$ cat src/rtl/mem_port_arbiter.sv
// mem_port_arbiter: round-robin sharing of one synchronous word memory between fetch (IF) and load/store (LS); define ARB_PERF_CNT_EN for stall counters
module mem_port_arbiter #(
  parameter int ADDR_W  = 8,
  parameter int DATA_W  = 16,
  parameter int MEM_LAT = 1
) (
  input  logic              clk,
  input  logic              rst_n,
  input  logic              if_req,
  input  logic [ADDR_W-1:0] if_addr,
  output logic              if_gnt,
  output logic              if_rvalid,
  output logic [DATA_W-1:0] if_rdata,
  input  logic              ls_req,
  input  logic              ls_we,
  input  logic [ADDR_W-1:0] ls_addr,
  input  logic [DATA_W-1:0] ls_wdata,
  output logic              ls_gnt,
  output logic              ls_rvalid,
  output logic [DATA_W-1:0] ls_rdata,
`ifdef ARB_PERF_CNT_EN
  output logic [15:0]       if_stall_cnt,
  output logic [15:0]       ls_stall_cnt,
`endif
  output logic              mem_en,
  output logic              mem_we,
  output logic [ADDR_W-1:0] mem_addr,
  output logic [DATA_W-1:0] mem_wdata,
  input  logic [DATA_W-1:0] mem_rdata
);
  typedef enum logic [1:0] {IDLE, ISSUE, WAIT, RESP} state_t;
  state_t     state;
  logic       last_srv;
  logic [1:0] cnt;
  logic       win_ls;
  // LS wins when it is alone or when IF was served last; last_srv doubles as the current owner
  assign win_ls = ls_req && (!if_req || !last_srv);
  // transaction FSM; mem_addr/mem_wdata act as the latched command and hold between accesses
  always_ff @(posedge clk or negedge rst_n) begin
    if (!rst_n) begin
      state     <= IDLE;
      last_srv  <= 1'b1;
      cnt       <= '0;
      if_gnt    <= 1'b0;
      ls_gnt    <= 1'b0;
      if_rvalid <= 1'b0;
      ls_rvalid <= 1'b0;
      if_rdata  <= '0;
      ls_rdata  <= '0;
      mem_en    <= 1'b0;
      mem_we    <= 1'b0;
      mem_addr  <= '0;
      mem_wdata <= '0;
    end else begin
      if_gnt    <= 1'b0;
      ls_gnt    <= 1'b0;
      if_rvalid <= 1'b0;
      ls_rvalid <= 1'b0;
      mem_en    <= 1'b0;
      mem_we    <= 1'b0;
      case (state)
        IDLE: if (if_req || ls_req) begin
          state    <= ISSUE;
          last_srv <= win_ls;
          if_gnt   <= !win_ls;
          ls_gnt   <= win_ls;
          mem_en   <= 1'b1;
          mem_we   <= win_ls && ls_we;
          mem_addr <= win_ls ? ls_addr : if_addr;
          if (win_ls) mem_wdata <= ls_wdata;
        end
        ISSUE: begin
          state <= mem_we ? IDLE : WAIT;
          cnt   <= 2'(MEM_LAT - 1);
        end
        WAIT: if (cnt == '0) begin
          state <= RESP;
          if (last_srv) begin
            ls_rdata  <= mem_rdata;
            ls_rvalid <= 1'b1;
          end else begin
            if_rdata  <= mem_rdata;
            if_rvalid <= 1'b1;
          end
        end else cnt <= cnt - 2'd1;
        default: state <= IDLE;
      endcase
    end
  end
`ifdef ARB_PERF_CNT_EN
  // saturating count of cycles a requester is waiting without being granted
  always_ff @(posedge clk or negedge rst_n) begin
    if (!rst_n) begin
      if_stall_cnt <= '0;
      ls_stall_cnt <= '0;
    end else begin
      if (if_req && !if_gnt && if_stall_cnt != 16'hFFFF) if_stall_cnt <= if_stall_cnt + 16'd1;
      if (ls_req && !ls_gnt && ls_stall_cnt != 16'hFFFF) ls_stall_cnt <= ls_stall_cnt + 16'd1;
    end
  end
`endif
endmodule

$ cat config.mk
export PLATFORM = sky130hd
export DESIGN_NAME = mem_port_arbiter
export DESIGN_NICKNAME = d
export VERILOG_FILES = /design/src/rtl/mem_port_arbiter.sv
export SDC_FILE = /design/constraint.sdc
export NUM_CORES = 1
export LEC_CHECK = 0
export BUFFER_PORTS_ARGS = -buffer_cell sky130_fd_sc_hd__buf_2
export CAP_MARGIN = 20
export CORE_ASPECT_RATIO = 1.1
export CORE_MARGIN = 2
export CORE_UTILIZATION = 47
export DETAILED_ROUTE_END_ITERATION = 12
export GPL_TIMING_DRIVEN = 0
export PLACE_DENSITY = 0.79
export SYNTH_ARGS = -nofsm -noshare
export SYNTH_HDL_FRONTEND = slang
export SYNTH_SLANG_ARGS = --single-unit
$ cat constraint.sdc
create_clock -name clk -period 2.2 [get_ports clk]
set_clock_uncertainty 0.1 [all_clocks]
set_input_delay 0.44 -clock clk [delete_from_list [all_inputs] [get_ports clk]]
set_output_delay 0.44 -clock clk [all_outputs]
set_load 0.01 [all_outputs]
==> metrics.yaml <==
status: "finished clean"
row_count: 28
grt_max_degree: 68
synth_top_family_by_area: "multiplexers"
layout-drive-gt1-share: 0.687
netlist_area_um2: 2630
antenna_found_initial: 0
seqPwrFrac: 0.418
post_cts_buffers: 0
rsz0062_at_grt: "no"
antenna_left: 0
timing.final.ws_setup_ns: 0.211
drv_slew: 0
hold_path_class: "input pin to async pin"
final_common_cell: "buf_2"
path_buf_inv: 2
worstPathArrival_ns: 2.09
netSwitchingPower_w: 0.00164
ys_ff_latch: 67
syn_nets: 220
clock_sinks: 67
nNetsFinal: 345
grt_pass1_vias: 1749
path_delay_family: "simple AND/OR/NAND/NOR gates"
grt_use_total: 0.169
first_pass_iters: 4
p_int_w: 0.00340
grt_pass1_wl_um: 7860
yosys_warnings: 0
dr.first_iter.drc_count: 49
avgSynthCellArea_um2: 15.8
drc: 0
crit_fanout: 10
fmax_ghz: 0.503
wl_per_cell_um: 13.7
placed_cells: 355
port_buffers: 114
drt_wl_total_um: 5040
cts_buffer_depth: 2
switching_share: 0.325
syn_to_final_growth_pct: 31.7
critPathCaptureType: "register"
fillers: 451
start_kind: "register"
crit_chain: "inv_1, ha_1, nand3b_1, nor2_4, buf_4, mux2_2"
synth_xor_area_frac: 0
period_needed_ns: 1.99
p_comb_frac: 0.410
path_class: "register to register"
cts_max_level: 3
p_leak_nw: 1.74
path_clk_slew_ns: 0.07
fin_hold_ws_ns: 0.100
crit_slowest_cell: "dfrtp_1"
vias: 1809
die_area_um2: 6210
required_ns: 2.30
cts_hold_buffers: 0
die_width_um: 75.3
fin_setup_tns_ns: 0
worstMarginPinSlew_ns: 0.807
fin_crit_sh: 0.904
ys_types: 24
yosysSeqAreaShare: 0.639
drv_cap: 0
root_buffer: "clkbuf_8"
ir_drop_mv: 0.762
overflow: 0
clkLatencyLatePin_ns: 0.33
dp_hpwl_um: 3700
gp_congestion: 0.709
tritoncts: "done"
placed_cell_area_um2: 3290
setup_viol: 0
max_stage_delay_ns: 0.41
yosys.area_share.simple: 0.0319
final_cell_mix: "buf_2 (117), dfrtp_1 (66), mux2_2 (63)"
cts_buffers: 9
p_per_area_nw_per_um2: 1460
detailedPlace.worstSlack_ns: 0.195
power.share.clock: 0.172
final_area_um2: 3460
max_slew_margin: 0.462
synth_compound_area_frac: 0.0257
stdcell_count: 369
cts_resized: 0
initial_core_util: 0.487
die_y_um: 82.4
core_area_um2: 5400
final_hold_viol_count: 0
ios: 115
synthAdderAreaFrac: 0.00476
vias_per_cell: 4.90
diodes: 0
synthMuxAreaShare: 0.270
synthCells: 166
## cell families after synthesis
kind of cell / after synthesis
flip-flops: 67
multiplexers: 63
buffers and inverters: 13
AND/OR/NAND/NOR: 13
AO/OA/AOI/OAI: 9
adder cells (fa/ha/maj): 1
## worst register-to-register path, delay by kind of cell, from the launching register on
kind	cells	cell delay, ns
simple gates	2	0.43
mux	1	0.36
flops	1	0.41
buf+inv	2	0.32
fa+ha+maj	1	0.25
## synthesized netlist by cell type
| cell | count | share of area |
|---|---|---|
| a21boi_1 | 1 | 0.0029 |
| a21o_1 | 2 | 0.0057 |
| a21oi_1 | 1 | 0.0019 |
| a221o_1 | 1 | 0.0038 |
| a22o_1 | 2 | 0.0067 |
| and2_1 | 1 | 0.0024 |
| and3_1 | 1 | 0.0024 |
| buf_2 | 4 | 0.0076 |
| buf_4 | 2 | 0.0057 |
| buf_6 | 2 | 0.0086 |
| dfrtp_1 | 66 | 0.63 |
| dfstp_2 | 1 | 0.010 |
| ha_1 | 1 | 0.0048 |
| inv_1 | 5 | 0.0071 |
| mux2_2 | 63 | 0.27 |
| nand2_1 | 2 | 0.0029 |
| nand3b_1 | 1 | 0.0029 |
| nand4b_2 | 1 | 0.0057 |
| nor2_1 | 4 | 0.0057 |
| nor2_4 | 1 | 0.0043 |
| nor3_1 | 1 | 0.0019 |
| nor4bb_1 | 1 | 0.0038 |
| o21ai_0 | 1 | 0.0019 |
| o31ai_1 | 1 | 0.0029 |
## layer usage
metal / GRT usage / wire length, um
met5: 0 / 0
met1: 0.210 / 2110
met2: 0.252 / 2280
met4: 0.0702 / 55
met3: 0.0801 / 605
## flip-flops by register name (all words and copies together) (netlist names)
| register | count |
|---|---|
| mem_addr | 8 |
| state | 2 |
| mem_we | 1 |
| mem_en | 1 |
| if_gnt | 1 |
| ls_gnt | 1 |
| if_rvalid | 1 |
| ls_rdata | 16 |
| mem_wdata | 16 |
| if_rdata | 16 |
| cnt | 2 |
| ls_rvalid | 1 |
| last_srv | 1 |
## power by group through the flow
| stage | combinational (W) | clock, W | sequential [W] |
|---|---|---|---|
| finish | 0.00207 | 0.000865 | 0.00211 |
| global route | 0.00229 | 0.000937 | 0.00218 |
| CTS | 0.00211 | 0.000887 | 0.00211 |
| detailed placement | 0.00211 | 0 | 0.00213 |
| global placement | 0.00205 | 0 | 0.00211 |
| floorplan | 0.000992 | 0 | 0.00241 |
## worst paths after layout
check	cells after the start	end	start	slack (ns)
hold / removal	1	ls_rdata[3]	rst_n	0.10
max in group asynchronous	1	mem_wdata[5]	rst_n	1.36
min in group clk	2	mem_wdata[11]	ls_wdata[11]	0.24
hold reg to reg	1	ls_rdata[15]	ls_rdata[15]	0.40
setup / recovery	6	if_rdata[5]	cnt[0]	0.21
setup reg to reg	6	if_rdata[5]	cnt[0]	0.21
## per-stage QoR
stage	power (W)	utilization
floorplan	0.00340	-
global placement	0.00416	0.610
detailed placement	0.00424	0.611
CTS	0.00511	0.641
global route	0.00541	0.641
finish	0.00504	0.641
## cell type report
type | instances | area, um2 | share of cell area
inverter | 5 | 18.8 | 0.00542
tap | 75 | 93.8 | 0.0271
sequential | 67 | 1680 | 0.485
timing repair buffer | 114 | 573 | 0.166
buffer | 8 | 57.6 | 0.0166
clock buffer | 11 | 151 | 0.0437
clock inverter | 3 | 15.0 | 0.00434
multi-input combinational | 86 | 873 | 0.252
Note: power is estimated with default switching activity, not from simulation.
